File: src/rtl/mem_port_arbiter.sv
// Shares one memory port between an instruction-fetch client and a
// load/store client. Load/store wins ties, but the fetch side is guaranteed a
// slot after MAX_LS_STREAK consecutive load/store grants while it waits.
// Each access runs grant -> access (held until mem_ready) -> one-cycle
// response, during which the matching done pulse is driven.
//
// state  | meaning
// IDLE   | sample requests, pick a winner, load the mem_* request registers
// IF_ACC | fetch access outstanding on the memory port
// LS_ACC | load/store access outstanding on the memory port
// RESP   | done pulse for the finished access; requests are not sampled
module mem_port_arbiter #(
  parameter int ADDR_W        = 32,
  parameter int DATA_W        = 32,
  parameter int MAX_LS_STREAK = 3
) (
  input  logic                clk,
  input  logic                rst_n,
  input  logic                if_req,
  input  logic [ADDR_W-1:0]   if_addr,
  output logic [DATA_W-1:0]   if_rdata,
  output logic                if_done,
  input  logic                ls_req,
  input  logic                ls_we,
  input  logic [ADDR_W-1:0]   ls_addr,
  input  logic [DATA_W-1:0]   ls_wdata,
  input  logic [DATA_W/8-1:0] ls_wstrb,
  output logic [DATA_W-1:0]   ls_rdata,
  output logic                ls_done,
  output logic                mem_req,
  output logic                mem_we,
  output logic [ADDR_W-1:0]   mem_addr,
  output logic [DATA_W-1:0]   mem_wdata,
  output logic [DATA_W/8-1:0] mem_wstrb,
  input  logic [DATA_W-1:0]   mem_rdata,
  input  logic                mem_ready,
  output logic                grant_ls
);

  localparam int STRB_W = DATA_W / 8;
  // Counter must be able to hold MAX_LS_STREAK itself, since that is the
  // saturation value compared against.
  localparam int SW = (MAX_LS_STREAK < 1) ? 1 : $clog2(MAX_LS_STREAK + 1);
  localparam logic [SW-1:0] STREAK_MAX = SW'(MAX_LS_STREAK);

  typedef enum logic [1:0] {IDLE, IF_ACC, LS_ACC, RESP} state_t;

  state_t        state, state_nxt;
  logic [SW-1:0] streak;
  logic          pick_ls;
  logic          pick_if;

  // Arbitration: load/store first unless the fetch side has waited long enough.
  always_comb begin
    pick_ls = ls_req && !(if_req && (streak >= STREAK_MAX));
    pick_if = !pick_ls && if_req;
  end

  // State register.
  always_ff @(posedge clk or negedge rst_n) begin
    if (!rst_n) state <= IDLE;
    else        state <= state_nxt;
  end

  // Next-state decode.
  always_comb begin
    state_nxt = state;
    case (state)
      IDLE: begin
        if (pick_ls)      state_nxt = LS_ACC;
        else if (pick_if) state_nxt = IF_ACC;
      end
      IF_ACC:  if (mem_ready) state_nxt = RESP;
      LS_ACC:  if (mem_ready) state_nxt = RESP;
      RESP:    state_nxt = IDLE;
      default: state_nxt = IDLE;
    endcase
  end

  // Request registers, streak counter and read-data capture.
  always_ff @(posedge clk or negedge rst_n) begin
    if (!rst_n) begin
      mem_req   <= 1'b0;
      mem_we    <= 1'b0;
      mem_addr  <= '0;
      mem_wdata <= '0;
      mem_wstrb <= '0;
      grant_ls  <= 1'b0;
      streak    <= '0;
      if_rdata  <= '0;
      ls_rdata  <= '0;
    end else begin
      case (state)
        IDLE: begin
          if (pick_ls) begin
            mem_req   <= 1'b1;
            mem_we    <= ls_we;
            mem_addr  <= ls_addr;
            mem_wdata <= ls_wdata;
            // Loads never carry byte enables onto the port.
            mem_wstrb <= ls_we ? ls_wstrb : STRB_W'(0);
            grant_ls  <= 1'b1;
            if (streak != STREAK_MAX) streak <= streak + SW'(1);
          end else if (pick_if) begin
            mem_req   <= 1'b1;
            mem_we    <= 1'b0;
            mem_addr  <= if_addr;
            mem_wdata <= '0;
            mem_wstrb <= '0;
            grant_ls  <= 1'b0;
            streak    <= '0;
          end
        end
        IF_ACC: begin
          if (mem_ready) begin
            mem_req  <= 1'b0;
            if_rdata <= mem_rdata;
          end
        end
        LS_ACC: begin
          if (mem_ready) begin
            mem_req <= 1'b0;
            if (!mem_we) ls_rdata <= mem_rdata;
          end
        end
        default: ;
      endcase
    end
  end

  // Done pulses are decoded from RESP so an async reset kills them at once.
  always_comb begin
    if_done = (state == RESP) && !grant_ls;
    ls_done = (state == RESP) &&  grant_ls;
  end

endmodule

File: config.mk
export PLATFORM = sky130hd
export DESIGN_NAME = mem_port_arbiter
export DESIGN_NICKNAME = d
export VERILOG_FILES = /design/src/rtl/mem_port_arbiter.sv
export SDC_FILE = /design/constraint.sdc
export NUM_CORES = 1
export LEC_CHECK = 0
export ABC_AREA = 1
export ABC_CLOCK_PERIOD_IN_PS = 1800
export CORE_MARGIN = 10
export CORE_UTILIZATION = 42
export CTS_CLUSTER_DIAMETER = 120
export DETAILED_ROUTE_END_ITERATION = 7
export GPL_TIMING_DRIVEN = 0
export PLACE_DENSITY = 0.81
export SLEW_MARGIN = 25
export SYNTH_ARGS = -nofsm -noshare
export SYNTH_HDL_FRONTEND = slang
export SYNTH_SLANG_ARGS = --single-unit
File: constraint.sdc
create_clock -name clk -period 1.8 [get_ports clk]
set_clock_uncertainty 0.15 [all_clocks]
set_input_delay 0.27 -clock clk [delete_from_list [all_inputs] [get_ports clk]]
set_output_delay 0.27 -clock clk [all_outputs]
set_load 0.01 [all_outputs]
After elaboration in Yosys (flattened, before gate mapping)
Cells that the tools add are included. Widths: inputs -> output; s select.

Bits in registers: 139. Output and inout port bits: 137.

$add $sub $neg: 1. $lt $le $gt $ge: 1. Eq/ne operators: 7. Multiplexer cells: 21. Bitwise operators: 1. Reductions and logical operators: 18.

Operator list (number): $mux 32 (4); $mux 2 (6); $mux 4 (3); $reduce_and 3->1 (3); $mux 1 (6); $pmux 2 s3 (1); $reduce_and 2->1 (3); $logic_and 1x1->1 (5); $eq 2x2->1 const B (2); $ne 2x1->1 const B (2); $reduce_bool 2->1 (2); $logic_not 1->1 (3); $ne 3x3->1 const B (1); $add 2x1->2 const B (1); $eq 2x1->1 const B (1); $ge 2x2->1 const B (1); $logic_not 2->1 (1); $ne 2x2->1 const B (1); $pmux 1 s2 (1); $reduce_or 2->1 (1); $not 1->1 (1).

Logic depth before layout (Yosys ltp)
Word-level depth: 9. Depth in mapped cells: 8. Mapped depth without buffers: 7.

Worst setup path before layout
No wires, ideal clock.

Path kind: register -> register. Start point: register state[0]. End point: register grant_ls. Setup time: 0.123 ns. Arrival: 1.271 ns. Required time: 1.527 ns. Path slack: 0.255 ns. Cell stages (with the launch flop): 9. Cell sequence: dfrtp_1 inv_1 ha_1 inv_2 nor2_4 inv_2 buf_4 nand2_1 o21ai_1.

Word-level cells in the longest chain between the ends: 2.

RTL lines: start, declared (line 48) `state_t state, state_nxt;`; start signal, assigned (line 62) `else state <= state_nxt;`; $logic_not 2->1 (line 93) `case (state)`; $reduce_and 2->1 (no line); end signal, assigned (line 88) `grant_ls <= 1'b0;`; end signal, assigned (line 102) `grant_ls <= 1'b1;`; end signal, assigned (line 110) `grant_ls <= 1'b0;`; end, declared (line 37) `output logic grant_ls`.

Every way passes these cells. A chain may end at the register's enable or synchronous reset.

Worst setup path in the final report
Start point: register mem_wdata[27]. End point: output mem_wdata[27].

RTL lines: start, declared (line 33) `output logic [DATA_W-1:0] mem_wdata,`; start signal, assigned (line 99) `mem_wdata <= ls_wdata;`.

No word-level cell between the ends.

==> flow_summary.toml <==
[run_status]
outcome = "finished clean"

[power]
switching_share = 0.358
power_density_nw_per_um2 = 1620
internal-power_uw = 10100
clkPwrFrac = 0.201
p_leak_uw = 0.00510
switchingPower_uw = 5630
p_comb_frac = 0.462
pwr-share-seq = 0.337
peakVddDrop_v = 0.00114

[synthesis]
synth_seq_cells = 139
avgSynthCellArea_sq_um = 8.58
yosysWarnings = 0
yosysMostFrequentCell = "nand2_1"
netlist_area_sq_um = 5950
synth_ff_type = "dfrtp_1"
synth_cell_types = 23
synth_common_cells = "nand2_1, dfrtp_1, inv_1"
synth-edff-count = 0
yosys.area.top_type = "dfrtp_1"
syn-instance-count = 694
synth_top_area_frac = 0.584
synth_area_leaders = "dfrtp_1, nand2_1, o21ai_0"
syn_nets = 838
synth-async-reset-ratio = 1.00
seq_area_frac_synth = 0.584

[setup_path]
cp_cell_sequence = "clkdlybuf4s50_1"
cp_slowest_cell = "clkdlybuf4s50_1"
crit_family = "buffers and inverters"
cp-end-kind = "output port"
cp.required_ns = 1.38
setup.worst_path.start_class = "register"
cpPeakStageDelay_ns = 0.58
path_class = "reg -> out"
critPathBufInv = 1
cp_max_fo = 2
arrival_ns = 1.35

[placement]
place_congestion = 0.828
placed_cells = 1148
place_ws_ns = -0.219
port_buffers = 273
hpwlAfterDp_um = 15000

[floorplanning]
core.rowCount = 43
core_sq_um = 13900
die-area_sq_um = 19300
die_width_um = 139
fp.dieH_um = 139
io_pins = 275
start_util = 0.429

[clock_network]
clock_path_buffers = 2
cts_buffers = 17
h-tree-depth = 4
clkTransAtPathRegs_ns = 0.06
clkLatencyLatePin_ns = 0.41
root_buffer = "clkbuf_16"
cts_tree = "yes"
cts_sinks = 139

[detailed_routing]
via_count = 5585
drc_errors = 0
first_pass_iters = 7
drt-total-wl_um = 19800
final_antenna_net_count = 0
vias_per_cell = 4.71
drt_iter0_drc = 228
routedWlPerCell_um = 16.7

[grt]
grt_pass1_wl_um = 31200
grt_max_degree = 75
grt_pass1_vias = 5797
grt_usage = 0.201
grt_remaining_overflow = 0
antenna_found_initial = 0

[timing]
tns_ns = 0
drv_slew = 0
tightest_slew_ns = 0.557
worst_hold_slack_ns = 0.106
setup_violations = 0
fin_crit_ns = 1.77
relSlewSlack = 0.629
finalWorstSetupSlack_ns = 0.0305
clock.fmax_ghz = 0.565
fin_crit_sh = 0.983
final_hold_viol_count = 0

[finish]
final_nets = 1136
syn2layout_area_growth_pct = 63.0
drive_gt1_frac = 0.0856
diodes = 0
multi_input_area_sq_um = 2050
fin_cells = 1185
fillCellCount = 1081
seqCellArea_sq_um = 3480
final_core_util = 0.699

[min_path]
hold_class = "in -> reg"

[run]
max-cap-violations = 0
## registers in the layout (all words and copies together) (netlist names)
signal and cells:
if_rdata 32, ls_rdata 32, mem_addr 32, mem_wdata 32, mem_wstrb 4, state 2, streak 2, grant_ls 1
mem_req 1, mem_we 1
## layout make-up
type / count / area share
plain buffers: 36 / 0.0264
clock buffers: 19 / 0.0456
clock inverters: 13 / 0.00993
inverters: 75 / 0.0300
multi-input cells: 444 / 0.211
flip-flops and latches: 139 / 0.358
well taps: 180 / 0.0232
repair buffers: 279 / 0.295
## stage by stage
step | area [sq um] | total power [uW]
after floorplan | 5950 | 8300
after global placement | 8910 | 12300
after detailed placement | 8940 | 12500
after CTS | 9540 | 15800
after global routing | 9700 | 16800
final | 9700 | 15700
## power by group through the flow
stage	sequential [uW]	combinational, uW	clock [uW]
2_1_floorplan	5970	2330	0
3_3_place_gp	5290	7000	0
3_5_place_dp	5330	7130	0
4_1_cts	5300	7260	3230
5_1_grt	5480	8000	3350
6_report	5300	7260	3170
## what timing repair did
item | in CTS | in global routing
hold buffers | 1 | 0
hold endpoints to repair | 73 | 0
endpoints found under the setup margin | 101 | 161
buffers inserted | 2 | 2
resized for setup | 24 | 68
pin swaps | 1 | 2
## routing by layer
metal	wire (um)	global-route usage	up-vias
met5	0	0	-
met2	9670	0.326	209
li1	-	-	2736
met1	7800	0.227	2614
met4	337	0.0675	0
met3	2040	0.0962	26
## worst reg2reg max path, stage by stage (launching register included)
cell      delay [ns]
dfrtp_1         0.39
buf_4           0.16
inv_4           0.06
ha_4            0.15
inv_2           0.07
nor2_4          0.18
clkinv_4        0.14
buf_6           0.17
nand2_1         0.07
nand2_1         0.06
## kinds of logic after synthesis
family	Yosys count	synth area share
DFF	139	0.584
buffers and inverters	111	0.0786
adders and majority gates	6	0.0126
AOI/OAI and AO/OA	68	0.0576
and+or+nand+nor	370	0.267
## cells in the final DEF, fill, tap and decap left out, types with 10 or more instances in the layout
master           instances
buf_2                   11
buf_6                   10
clkbuf_16               17
clkdlybuf4s50_1        241
dfrtp_1                139
dlymetal6s2s_1          27
inv_1                   71
nand2_1                287
nand3_1                 40
nand3b_1                32
o21ai_0                 65
## path summary, 6_finish.rpt
path | start | to | slack (ns) | depth (start not counted)
hold reg to reg | mem_wstrb[2] | mem_wstrb[2] | 0.32 | 2
hold / removal | ls_req | mem_addr[31] | 0.11 | 4
setup reg to reg | state[0] | mem_wdata[13] | 0.07 | 9
setup / recovery | mem_wdata[27] | mem_wdata[27] | 0.03 | 1
max in group asynchronous | rst_n | mem_wdata[30] | 0.51 | 3
min in group asynchronous | rst_n | if_rdata[26] | 0.26 | 2
Power figures use the tool's default switching activity.
